<file path="src/rtl/fc_sched_pkg.sv">
// Shared types and derived constants for the fully-connected layer sequencer.
// N_BEAT and N_GRP describe the default build; n_beat()/n_grp() derive them for any parameter set.
package fc_sched_pkg;

  typedef enum logic [2:0] {
    S_IDLE,
    S_ISSUE,
    S_DRAIN,
    S_WRITE,
    S_FIN
  } state_e;

  localparam int DEF_INNEURON  = 800;
  localparam int DEF_OUTNEURON = 500;
  localparam int DEF_PO        = 10;

  localparam int N_BEAT = DEF_INNEURON / 2;
  localparam int N_GRP  = DEF_OUTNEURON / DEF_PO;

  function automatic int n_beat(input int inneuron);
    return inneuron / 2;
  endfunction

  function automatic int n_grp(input int outneuron, input int po);
    return outneuron / po;
  endfunction

endpackage

</file>
<file path="src/rtl/fc_delay_line.sv">
// Parameterised WIDTH x DEPTH shift register with asynchronous clear (DEPTH >= 1).
module fc_delay_line #(
  parameter int WIDTH = 1,
  parameter int DEPTH = 2
) (
  input  logic             clock,
  input  logic             reset,
  input  logic [WIDTH-1:0] d_i,
  output logic [WIDTH-1:0] q_o
);

  logic [WIDTH-1:0] stage_q [DEPTH];

  // NOTE: the stages carry control strobes, so they are cleared on reset; a stale
  // strobe surviving reset would fire a spurious accumulator load. Non-blocking
  // assignments let every stage sample its predecessor's old value on the same edge.
  always_ff @(posedge clock or posedge reset) begin
    if (reset) begin
      for (int i = 0; i < DEPTH; i++) stage_q[i] <= '0;
    end else begin
      stage_q[0] <= d_i;
      for (int i = 1; i < DEPTH; i++) stage_q[i] <= stage_q[i-1];
    end
  end

  assign q_o = stage_q[DEPTH-1];

endmodule

</file>
<file path="src/rtl/fc_layer_sched.sv">
// Fully-connected layer sequencer: issues neuron/weight reads per output group, drains, writes back.
// Optional macro FC_SCHED_PERF_EN adds the perf_cycles / perf_stalls counters.
module fc_layer_sched
  import fc_sched_pkg::*;
#(
  parameter int INNEURON  = DEF_INNEURON,
  parameter int OUTNEURON = DEF_OUTNEURON,
  parameter int PO        = DEF_PO,
  parameter int RD_LAT    = 2,
  parameter int ACC_LAT   = 1,
  parameter int IN_AW     = $clog2(INNEURON),
  parameter int WT_AW     = $clog2(n_beat(INNEURON) * n_grp(OUTNEURON, PO)),
  parameter int GRP_W     = $clog2(n_grp(OUTNEURON, PO) + 1)
) (
  input  logic             clock,
  input  logic             reset,
  input  logic             start,
  input  logic             wb_ready,
  output logic             in_rden,
  output logic [IN_AW-1:0] in_addr_a,
  output logic [IN_AW-1:0] in_addr_b,
  output logic             wt_rden,
  output logic [WT_AW-1:0] wt_addr,
  output logic             mac_valid,
  output logic             mac_sload,
  output logic             out_wr_en,
  output logic [GRP_W-1:0] out_addr,
  output logic             busy,
  output logic             done
`ifdef FC_SCHED_PERF_EN
  ,
  output logic [31:0]      perf_cycles,
  output logic [15:0]      perf_stalls
`endif
);

  localparam int BEATS  = n_beat(INNEURON);
  localparam int GROUPS = n_grp(OUTNEURON, PO);
  localparam int DRN    = RD_LAT + ACC_LAT;
  localparam int DRN_W  = $clog2(DRN + 1);

  localparam logic [IN_AW-1:0] K_LAST   = IN_AW'(BEATS - 1);
  localparam logic [GRP_W-1:0] GRP_LAST = GRP_W'(GROUPS - 1);
  localparam logic [DRN_W-1:0] DRN_LAST = DRN_W'(DRN - 1);

  state_e           state_q, state_d;
  logic [IN_AW-1:0] k_q, k_d;
  logic [GRP_W-1:0] grp_q, grp_d;
  logic [DRN_W-1:0] drn_q, drn_d;
  logic [IN_AW-1:0] a_hold_q, b_hold_q;
  logic [WT_AW-1:0] wt_hold_q;
  logic             issue;

  // NOTE: every always_comb output gets a default before the case, so no path
  // can leave a variable unassigned and infer a latch.
  always_comb begin
    state_d = state_q;
    k_d     = k_q;
    grp_d   = grp_q;
    drn_d   = drn_q;
    unique case (state_q)
      S_IDLE: begin
        if (start) begin
          state_d = S_ISSUE;
          k_d     = '0;
          grp_d   = '0;
        end
      end
      S_ISSUE: begin
        if (k_q == K_LAST) begin
          k_d     = '0;
          drn_d   = '0;
          state_d = S_DRAIN;
        end else begin
          k_d = k_q + IN_AW'(1);
        end
      end
      S_DRAIN: begin
        if (drn_q == DRN_LAST) begin
          drn_d   = '0;
          state_d = S_WRITE;
        end else begin
          drn_d = drn_q + DRN_W'(1);
        end
      end
      S_WRITE: begin
        if (wb_ready) begin
          if (grp_q == GRP_LAST) begin
            state_d = S_FIN;
          end else begin
            grp_d   = grp_q + GRP_W'(1);
            state_d = S_ISSUE;
          end
        end
      end
      S_FIN: begin
        grp_d   = '0;
        state_d = S_IDLE;
      end
      default: state_d = S_IDLE;
    endcase
  end

  always_ff @(posedge clock or posedge reset) begin
    if (reset) begin
      state_q   <= S_IDLE;
      k_q       <= '0;
      grp_q     <= '0;
      drn_q     <= '0;
      a_hold_q  <= '0;
      b_hold_q  <= '0;
      wt_hold_q <= '0;
    end else begin
      state_q   <= state_d;
      k_q       <= k_d;
      grp_q     <= grp_d;
      drn_q     <= drn_d;
      a_hold_q  <= in_addr_a;
      b_hold_q  <= in_addr_b;
      wt_hold_q <= wt_addr;
    end
  end

  // Addresses follow the beat counter while issuing and freeze at the last issued value otherwise.
  assign issue     = (state_q == S_ISSUE);
  assign in_rden   = issue;
  assign wt_rden   = issue;
  assign in_addr_a = issue ? (k_q << 1) : a_hold_q;
  assign in_addr_b = issue ? ((k_q << 1) | IN_AW'(1)) : b_hold_q;
  assign wt_addr   = issue ? (WT_AW'(grp_q) * WT_AW'(BEATS) + WT_AW'(k_q)) : wt_hold_q;
  assign out_wr_en = (state_q == S_WRITE) && wb_ready;
  assign out_addr  = grp_q;
  assign busy      = (state_q != S_IDLE);
  assign done      = (state_q == S_FIN);

  fc_delay_line #(.WIDTH(1), .DEPTH(RD_LAT)) u_valid_dly (
    .clock (clock),
    .reset (reset),
    .d_i   (in_rden),
    .q_o   (mac_valid)
  );

  fc_delay_line #(.WIDTH(1), .DEPTH(RD_LAT)) u_sload_dly (
    .clock (clock),
    .reset (reset),
    .d_i   (issue && (k_q == '0)),
    .q_o   (mac_sload)
  );

`ifdef FC_SCHED_PERF_EN
  logic [31:0] perf_cycles_q;
  logic [15:0] perf_stalls_q;

  // Saturating counters, cleared by an accepted start.
  always_ff @(posedge clock or posedge reset) begin
    if (reset) begin
      perf_cycles_q <= '0;
      perf_stalls_q <= '0;
    end else if ((state_q == S_IDLE) && start) begin
      perf_cycles_q <= '0;
      perf_stalls_q <= '0;
    end else begin
      if (busy && (perf_cycles_q != '1)) perf_cycles_q <= perf_cycles_q + 32'd1;
      if ((state_q == S_WRITE) && !wb_ready && (perf_stalls_q != '1))
        perf_stalls_q <= perf_stalls_q + 16'd1;
    end
  end

  assign perf_cycles = perf_cycles_q;
  assign perf_stalls = perf_stalls_q;
`endif

endmodule

</file>
<file path="config.mk">
export PLATFORM = sky130hd
export DESIGN_NAME = fc_layer_sched
export DESIGN_NICKNAME = d
export VERILOG_FILES = /design/src/rtl/fc_sched_pkg.sv /design/src/rtl/fc_delay_line.sv /design/src/rtl/fc_layer_sched.sv
export SDC_FILE = /design/constraint.sdc
export NUM_CORES = 1
export LEC_CHECK = 0
export ABC_CLOCK_PERIOD_IN_PS = 4650
export CAP_MARGIN = 20
export CORE_MARGIN = 5
export CORE_UTILIZATION = 54
export DETAILED_ROUTE_END_ITERATION = 12
export PLACE_DENSITY = 0.9
export SLEW_MARGIN = 10
export SYNTH_ARGS = -nofsm -noshare
export SYNTH_HDL_FRONTEND = slang
export SYNTH_HIERARCHICAL = 1
export SYNTH_SLANG_ARGS = --single-unit
</file>
<file path="constraint.sdc">
create_clock -name clock -period 4.65 [get_ports clock]
set_clock_uncertainty 0.1 [all_clocks]
set_input_delay 1.1625 -clock clock [delete_from_list [all_inputs] [get_ports clock]]
set_output_delay 1.1625 -clock clock [all_outputs]
set_load 0.05 [all_outputs]
</file>
==> results of run 1 <==
## Yosys cell counts, types with 4 or more instances
| library cell | count |
|---|---|
| dfrtp_1 | 60 |
| and2_1 | 4 |
| ha_1 | 35 |
| inv_1 | 23 |
| o21ai_0 | 11 |
| nor2_1 | 21 |
| a21oi_1 | 9 |
| o31ai_1 | 4 |
| xnor2_1 | 4 |
| nand3_1 | 9 |
| clkbuf_1 | 6 |
| nand2_1 | 83 |
| xor2_1 | 8 |
| o21ai_1 | 26 |
## path summary, 6_finish.rpt
path,endpoint,start,slack [ns],cells after the start
worst max register to register,wt_hold_q[13]$_DFF_PP0_,out_addr[1]$_DFFE_PP0P_,1.42,15
worst min-delay path,u_valid_dly/q_o$_DFF_PP0_,u_valid_dly/stage_q[1]$_DFF_PP0_,0.25,0
min in group asynchronous,u_valid_dly/q_o$_DFF_PP0_,reset,0.94,2
max in group asynchronous,b_hold_q[1]$_DFF_PP0_,reset,2.49,3
worst min register to register,u_valid_dly/q_o$_DFF_PP0_,u_valid_dly/stage_q[1]$_DFF_PP0_,0.25,0
worst max-delay path,wt_addr[14],out_addr[1]$_DFFE_PP0P_,-0.06,14
## timing repair
action	4_1_cts	5_1_grt
resized for setup	27	9
pin swaps	10	6
endpoints found under the setup margin	5	4
buffers inserted	9	6
hold endpoints to repair	0	0
## area by class of cell
class,instances,area [µm²],area share (%)
clock buffer,10,128,2.74
sequential,60,1510,32.4
inverter,24,91.3,1.96
timing repair buffer,71,718,15.4
multi-input combinational,270,2050,44.0
clock inverter,6,65.1,1.40
tap,77,96.3,2.07
## stage by stage
stage,total power [mW],hold WS [ns],cells,util [%]
after CTS,2.55,0.252,512,72.3
after global routing,2.72,0.271,518,74.2
final,2.59,0.251,518,74.2
after global placement,1.98,0.234,487,65.6
after floorplan,1.66,0.231,365,-
after detailed placement,2.01,0.236,487,65.6
## worst max-delay path, stage by stage, from the launching register on
cell	delay (ns)
dfrtp_2	0.44
inv_2	0.08
ha_4	0.27
inv_2	0.04
ha_4	0.26
ha_4	0.13
inv_2	0.04
fa_1	0.48
nand2b_1	0.22
a21oi_1	0.21
o21ai_0	0.15
a211o_1	0.29
xnor2_2	0.17
o21ai_4	0.16
buf_12	0.15
## state kept, by name, summed over array words and instances (netlist names)
signal               count
u_valid_dly/stage_q      1
u_sload_dly/q_o          1
a_hold_q                10
drn_q                    2
k_q                     10
state_q                  3
b_hold_q                10
wt_hold_q               15
u_sload_dly/stage_q      1
u_valid_dly/q_o          1
out_addr                 6
## routing by layer
| metal | up-vias | GRT usage, % | wire length, µm |
|---|---|---|---|
| li1 | 1389 | - | - |
| met1 | 1517 | 26.0 | 3640 |
| met4 | 0 | 10.2 | 335 |
| met2 | 189 | 36.3 | 4690 |
| met3 | 41 | 6.34 | 757 |
| met5 | - | 0 | 0 |
## power breakdown
group | switching [mW] | total (mW) | internal [mW]
Clock | 0.212 | 0.459 | 0.247
Combinational | 0.926 | 1.38 | 0.458
Sequential | 0.109 | 0.748 | 0.639
Total | 1.25 | 2.59 | 1.34
## cells by family after synthesis
| family | after synthesis |
|---|---|
| mux | 2 |
| simple gates | 145 |
| fa+ha+maj | 37 |
| buf+inv | 35 |
| xor+xnor | 12 |
| compound gates | 74 |
| flops | 60 |
## layout by cell type (no fill, tap or decap), types with 3 or more instances in the layout
cell	instances
inv_1	17
nor2b_1	3
buf_4	21
and3_1	3
nand2b_1	3
o31ai_1	3
and2_1	4
ha_1	22
o21ai_0	10
nand2_1	83
inv_2	6
ha_4	12
a21oi_1	7
o21ai_1	22
o21ai_4	3
nor2_1	21
nand4_1	3
clkbuf_8	9
xor2_2	3
dfrtp_1	55
buf_12	6
dfrtp_2	5
xor2_1	5
nand3_1	8
clkinv_2	3
clkdlybuf4s50_1	44
==> metrics.md, run 1 <==
| Metric | Value |
|---|---|
| Root Buffer | `clkbuf_8` |
| H-tree lvl count | `3` |
| Die Span X | `89.9 µm` |
| Mapped Avg Cell Area | `9.44 µm²` |
| # setup viols final | `3` |
| Worst Path Arrival | `3.45 ns` |
| DRT antenna net count | `0` |
| CTS tree | `done` |
| Detailed Place HPWL | `5390 µm` |
| DR vias | `3,136` |
| Synth Cell Area | `3450 µm²` |
| Pwr dens | `556 nW/µm²` |
| Die Y | `89.9 µm` |
| WS Path Type | `reg -> out` |
| Max Buffers Root-to-Sink | `2` |
| Final critical-path required period | `4.71 ns` |
| WP data required | `3.39 ns` |
| Vias in the first global route | `3,037` |
| Worst Hold Class | `reg -> reg` |
| EDFF count, synth | `0` |
| Unrepaired setup endpoints after global routing | `yes` |
| Final period util | `101%` |
| Largest net degree at the start of global routing | `30` |
| Post-synth top flop | `dfrtp_1` |
| Critical-path maximum fanout | `5` |
| Routed WL | `9420 µm` |
| Total track usage | `21.8%` |
| Net Count, Synth | `406` |
| GP Congestion | `0.843` |
| Peak VDD IR | `0.590 mV` |
| Final slew viol count | `0` |
| Top-area cell type share of the netlist area | `43.6%` |
| Filler cells | `350` |
| Post-synth cell types | `55` |
| Fmax | `0.212 GHz` |
| Final hold vios | `0` |
| Hold buffer count at cts | `0` |
| Post-synthesis xor/xnor area fraction | `3.05%` |
| GRT overflow | `0` |
| Yosys top cell by area | `dfrtp_1` |
| Async set-reset flop share out of synthesis | `100%` |
| Drt pass-1 iters | `6` |
| Complex-gate fraction of the synthesized area | `14.8%` |
| Mapped Cells | `365` |
| Seq cells post-synth | `60` |
| Row cnt | `29` |
| Main combinational cell family by area after synthesis | `simple AND/OR/NAND/NOR gates` |
| Setup ws final | `-0.0582 ns` |
| Mux cell area share after synthesis | `0.654%` |
| Failing checks | `setup timing` |
| Status | `complete, but fails checks` |
| Num CTS Buffers | `9` |
| Clock Latency Late Sink | `0.34 ns` |
| Area growth syn-to-layout | `35.1%` |
| Share of post-route cells with drive strength above 1 | `22.0%` |
| Crit. End Element | `primary output` |
| Synth top area cells | `dfrtp_1 44%, ha_1 13%, nand2_1 9.0%` |
| Drc violations | `0` |
| Synth Area in Simple Gates | `19.5%` |
| Port bufs | `51` |
| Initial DRC Count | `279` |
| Vias per cell | `6.05` |
| Layout Nets | `477` |
| Routed len/inst | `18.2 µm` |
| Worst slew pin tran | `0.754 ns` |
| Synth Area in Adders | `13.9%` |
| Initial antenna violation count | `0` |
| Startpoint types | `register` |
| Die area | `8080 µm²` |
| Top-level port count | `52` |
| Worst slack, placed | `0.0636 ns` |
| Rel. slew slack | `49.4%` |
| Clk pin slew, worst setup/hold paths | `0.07 ns` |
| Core Area | `6280 µm²` |
| Seq/Total Area, Yosys | `43.6%` |
| Yosys warnings | `6` |
| First-pass GRT wire length | `14,700 µm` |
| Clock sink total | `60` |
| Setup_tns | `-0.0952 ns` |
| Area after DPL | `4120 µm²` |
| Max-capacitance violation count | `0` |
| Initial Utilization | `54.9%` |
| Fin area | `4660 µm²` |
| Diodes inserted | `0` |
| LEAKAGE | `2.19 nW` |
Note: power is estimated with default switching activity, not from simulation.
==> run 2: changes to the inputs <==
CTS_CLUSTER_SIZE = 14   (was not set)
TNS_END_PERCENT = 100   (was not set)
==> results of run 2 <==
Final layout, timing and power as in run 1 (identical DEF).
